--- config.mk ---
export PLATFORM = sky130hd
export DESIGN_NAME = param_pipe_reg
export DESIGN_NICKNAME = d
export VERILOG_FILES = /design/src/rtl/param_pipe_reg.sv
export SDC_FILE = /design/constraint.sdc
export NUM_CORES = 1
export LEC_CHECK = 0
export CORE_UTILIZATION = 35
export CTS_BUF_LIST = sky130_fd_sc_hd__clkbuf_16
export CTS_CLUSTER_SIZE = 25
export DETAILED_ROUTE_END_ITERATION = 10
export GPL_TIMING_DRIVEN = 0
export PLACE_DENSITY = 0.64
export SETUP_SLACK_MARGIN = 0.1
export SLEW_MARGIN = 30
export SYNTH_ARGS = -nofsm -noshare
export SYNTH_HDL_FRONTEND = slang
export SYNTH_SLANG_ARGS = --single-unit
--- constraint.sdc ---
create_clock -name clk -period 3 [get_ports clk]
set_input_delay 0.45 -clock clk [delete_from_list [all_inputs] [get_ports clk]]
set_output_delay 0.45 -clock clk [all_outputs]
set_load 0.1 [all_outputs]
--- src/rtl/param_pipe_reg.sv ---
// param_pipe_reg: moves a WIDTH-bit word and its valid flag through DEPTH
// clocked stages. Supports a clock-enable stall, a synchronous flush back to
// INIT, and an in-flight occupancy count with empty/full flags.
// All outputs come straight from flops or from simple decodes of flops, so no
// input reaches an output without passing through a register.

module param_pipe_reg #(
    parameter int             WIDTH = 8,
    parameter int             DEPTH = 3,
    parameter logic [WIDTH-1:0] INIT  = {WIDTH{1'b0}},
    localparam int            CW    = (DEPTH < 2) ? 1 : $clog2(DEPTH + 1)
) (
    input  logic             clk,
    input  logic             rst_n,
    input  logic             ce,
    input  logic             flush,
    input  logic [WIDTH-1:0] i,
    input  logic             i_valid,
    output logic [WIDTH-1:0] o,
    output logic             o_valid,
    output logic [CW-1:0]    count,
    output logic             empty,
    output logic             full
);

    // Occupancy counter state and its next value.
    logic [CW-1:0] cnt_r;
    logic [CW-1:0] cnt_nxt_s;
    logic          last_valid_s;

    // One generate iteration per stage. Stage 0 is fed from the input port;
    // every later stage is fed from the stage before it.
    for (genvar k = 0; k < DEPTH; k++) begin : g_stage
        logic [WIDTH-1:0] d_r;
        logic [WIDTH-1:0] d_in_s;
        logic [WIDTH-1:0] d_nxt_s;
        logic             v_r;
        logic             v_in_s;
        logic             v_nxt_s;

        if (k == 0) begin : g_first
            assign d_in_s = i;
            assign v_in_s = i_valid;
        end else begin : g_chain
            assign d_in_s = g_stage[k-1].d_r;
            assign v_in_s = g_stage[k-1].v_r;
        end

        // Stage next-state: flush beats shift, shift beats hold.
        always_comb begin
            d_nxt_s = d_r;
            v_nxt_s = v_r;
            if (flush) begin
                d_nxt_s = INIT;
                v_nxt_s = 1'b0;
            end else if (ce) begin
                d_nxt_s = d_in_s;
                v_nxt_s = v_in_s;
            end else begin
                d_nxt_s = d_r;
                v_nxt_s = v_r;
            end
        end

        // Stage register; reset loads INIT so nothing starts as X.
        always_ff @(posedge clk or negedge rst_n) begin
            if (!rst_n) begin
                d_r <= INIT;
                v_r <= 1'b0;
            end else begin
                d_r <= d_nxt_s;
                v_r <= v_nxt_s;
            end
        end
    end

    assign last_valid_s = g_stage[DEPTH-1].v_r;

    // Counter next-state. On a shift the count gains the incoming valid and
    // loses the valid leaving the last stage; the true result always lies in
    // 0..DEPTH, so modular CW-bit arithmetic gives the exact value.
    always_comb begin
        cnt_nxt_s = cnt_r;
        if (flush) begin
            cnt_nxt_s = {CW{1'b0}};
        end else if (ce) begin
            cnt_nxt_s = cnt_r + CW'(i_valid) - CW'(last_valid_s);
        end else begin
            cnt_nxt_s = cnt_r;
        end
    end

    // Occupancy counter register.
    always_ff @(posedge clk or negedge rst_n) begin
        if (!rst_n) begin
            cnt_r <= {CW{1'b0}};
        end else begin
            cnt_r <= cnt_nxt_s;
        end
    end

    assign o       = g_stage[DEPTH-1].d_r;
    assign o_valid = last_valid_s;
    assign count   = cnt_r;
    assign empty   = (cnt_r == {CW{1'b0}});
    assign full    = (cnt_r == CW'(DEPTH));

endmodule

# Word level (Yosys, flattened, before mapping)
# Index checks and enable logic that the tools add are counted.
[op_classes] muxes=14 add_sub_neg=2 n_reduce_logical=2 n_eq_ne=1
[ops] cell="two-way mux 8 bit" count=6
[ops] cell="two-way mux 1 bit" count=6
[ops] cell="two-way mux 2 bit" count=2
[ops] cell="adder 2 x 1 -> 2 bit" count=1
[ops] cell="equality test 2 bit, second input constant" count=1
[ops] cell="zero test 2 bit" count=1
[ops] cell="nonzero test 2 bit" count=1
[ops] cell="subtractor 2 x 1 -> 2 bit" count=1
[word_totals] wordCells=26 ff_bits=29 inputBits=13 output_inout_bits=13

# Logic depth before layout (Yosys ltp)
[depth] ltp_word=4 ltp_mapped=7 depth_no_buf=7

# Worst setup path before layout
# Ideal clock, no wire load.
[synth_path] path_kind="register -> output" startpoint="register cnt_r[0], in the netlist count[0]" endpoint="output port empty" n_path_buf=0 arrival_time_ns=2.174 required_ns=2.550 setup_slack_ns=0.376 path_stages_with_launch=2 path_cell_list="dfrtp_1 nor2_1"
[synth_via] elab_chain_cells=1
[synth_lines] item="start, declared" line_no="27" text="logic [CW-1:0] cnt_r;"
[synth_lines] item="start signal, assigned" line_no="96" text="cnt_r <= {CW{1'b0}};"
[synth_lines] item="start signal, assigned" line_no="98" text="cnt_r <= cnt_nxt_s;"
[synth_lines] item="zero test 2 bit" line_no="105" text="assign empty = (cnt_r == {CW{1'b0}});"
[synth_lines] item="end, declared" line_no="22" text="output logic empty,"
# No other way between the ends.

# Worst setup path in the final report
# Ends and elaborated chain as after synthesis.

==> out/metrics.yaml <==
ff2ff_path_depth: 7
drive_gt1_share_pct: 10.4
rows: 21
yosys_warnings: 0
r2r-end: "count[1]$_DFFE_PN0P_"
clockBufferDepth: 2
cts_setup_buffers: 0
grt_pass1_vias: 846
peakVddDrop_mv: 0.422
final_antenna_net_count: 0
clockRootBuffer: "clkbuf_16"
end_kind: "primary output"
setup_slack_ns: 0.619
fin_skew_ns: 0.00229
swShare_pct: 24.4
syn_avg_cell_area_um2: 12.4
cts_made_buffers: 5
syn_nets: 118
ys_types: 13
finalMaxSlewViolations: 0
num_antenna_cells: 0
grt_max_degree: 30
clk-insertion-delay-late_ns: 0.27
syn_to_final_growth_pct: 33.6
path_clk_slew_ns: 0.05
combinationalPowerShare_pct: 14.0
grt-ovfl-total: 0
fin_cells: 181
hold_buffers: 0
critPathKind: "register to primary output"
cts_resized: 0
place_congestion: 0.697
fmaxAchievable_mhz: 420
nNetsFinal: 149
die_y_um: 62.4
slew_headroom_pct: 35.2
via_count: 825
p_switching_uw: 244
min_path_type: "input port to async pin"
tns_ns: 0
fp.dieW_um: 62.4
internal_power_uw: 756
fill_cells: 316
htree_levels: 2
startpoint_type: "register"
worst_pin_slew_ns: 0.970
syn_inst: 103
ys_seq_elements: 29
cts.sinks: 29
portBuffers: 24
grt_pass1_wl_um: 3960
io_pins: 26
rsz0062_at_grt: "no"
clock_power_share_pct: 44.4
setup_viol: 0
synthesis.area_mm2: 0.00128
arrival_ns: 1.93
hold_viol_final: 0
viasPerCell: 4.56
power_leakage_uw: 0.000864
fin_crit_ns: 2.38
dp_hpwl_um: 1550
critPathMaxFanout: 5
fin_util_pct: 50.0
grt.total_usage_pct: 13.8
maxCapViolations: 0
place_ws_ns: 0.899
antenna_found_initial: 0
outcome: "complete, no violations"
initial_core_util_pct: 37.4
cellPowerDensity_mw_per_mm2: 586
period_share_pct: 79.4
placed_cells: 173
cp.required_ns: 2.55
dieArea_mm2: 0.00390
core_area_mm2: 0.00342
finalPower_uw: 1000
wl_um: 2300
drt_drc_violations_left: 0
firstDrtPassIters: 4
r2r_setup_slack_ns: 1.41
r2r-start: "count[0]$_DFFE_PN0P_"
avgRoutedWirePerCell_um: 12.7
yosysSeqAreaShare_pct: 56.8
p_seq_share_pct: 41.6
cts_tree: "done"
drt-initial-drc-count: 25
## cells by family (layout without fill, tap and decap cells)
logic type,count (synthesis),count (layout),share of synthesized area (%)
AND/OR/NAND/NOR,32,32,9.89
flip-flops,29,29,56.8
multiplexers,28,28,21.9
buffers and inverters,9,41,7.35
adder cells (fa/ha/maj),2,2,1.96
AO/OA/AOI/OAI,2,2,1.37
XOR/XNOR,1,1,0.686
## metal layers
layer  GRT usage [%]  vias to the layer above  wire length (um)
met4            9.30                        0                57
met2            20.0                       24              1050
met1            16.5                      396              1060
met3            5.84                        6               129
met5               0                        -                 0
li1                -                      399                 -
## area by class of cell
class	instances	area [um2]	area share, %
plain buffers	7	86.3	5.06
clock buffers	5	125	7.33
inverters	2	7.51	0.440
repair buffers	24	235	13.8
flip-flops and latches	29	726	42.5
clock inverters	3	11.3	0.660
well taps	46	57.6	3.37
multi-input cells	65	458	26.8
## through the flow
step	cell area, um2	hold slack, ns
after floorplan	1280	0.154
after global routing	1710	0.262
after CTS	1710	0.229
after global placement	1580	0.501
after detailed placement	1570	0.511
final	1710	0.203
## worst max-delay path: stages, from the launching register on
cell and delay (ns):
dfrtp_1 0.42, nor2_1 0.11, clkdlybuf4s50_1 1.14
## worst max path at each step
| stage | from | to | cells after the start |
|---|---|---|---|
| detailed placement | count[0]$_DFFE_PN0P_ | full | 2 |
| global route | count[0]$_DFFE_PN0P_ | full | 2 |
| floorplan | count[0]$_DFFE_PN0P_ | empty | 1 |
| global placement | count[0]$_DFFE_PN0P_ | full | 2 |
| finish | count[0]$_DFFE_PN0P_ | empty | 2 |
| CTS | count[0]$_DFFE_PN0P_ | full | 2 |
## layout by cell type, fill, tap and decap left out, drive strengths merged
| cell | instances |
|---|---|
| ha | 2 |
| a21oi | 1 |
| mux2i | 28 |
| clkdlybuf4s50 | 23 |
| dfrtp | 29 |
| and2 | 1 |
| nor2 | 30 |
| xor2 | 1 |
| a31o | 1 |
| buf | 8 |
| or2b | 1 |
| clkbuf | 5 |
| inv | 5 |
## flip-flops by register name, indices dropped and copies added (netlist names)
name / flops
count: 2
g_stage.d_r: 16
g_stage.v_r: 2
o: 8
o_valid: 1
## Yosys cell counts
cell type / n / area share, %
nor2_1: 30 / 8.8
dfrtp_1: 29 / 57
mux2i_1: 28 / 22
buf_12: 3 / 4.7
buf_2: 3 / 1.2
ha_1: 2 / 2.0
inv_1: 2 / 0.59
a21oi_2: 1 / 0.69
a31o_1: 1 / 0.69
and2_1: 1 / 0.49
buf_6: 1 / 0.88
or2b_1: 1 / 0.59
xor2_1: 1 / 0.69
## power groups by stage
stage	clock [uW]	combinational, uW	sequential [uW]
final	444	140	416
after global routing	479	149	418
after CTS	457	142	416
after detailed placement	0	141	422
after global placement	0	139	421
after floorplan	0	68.9	448
Power figures use the tool's default switching activity.
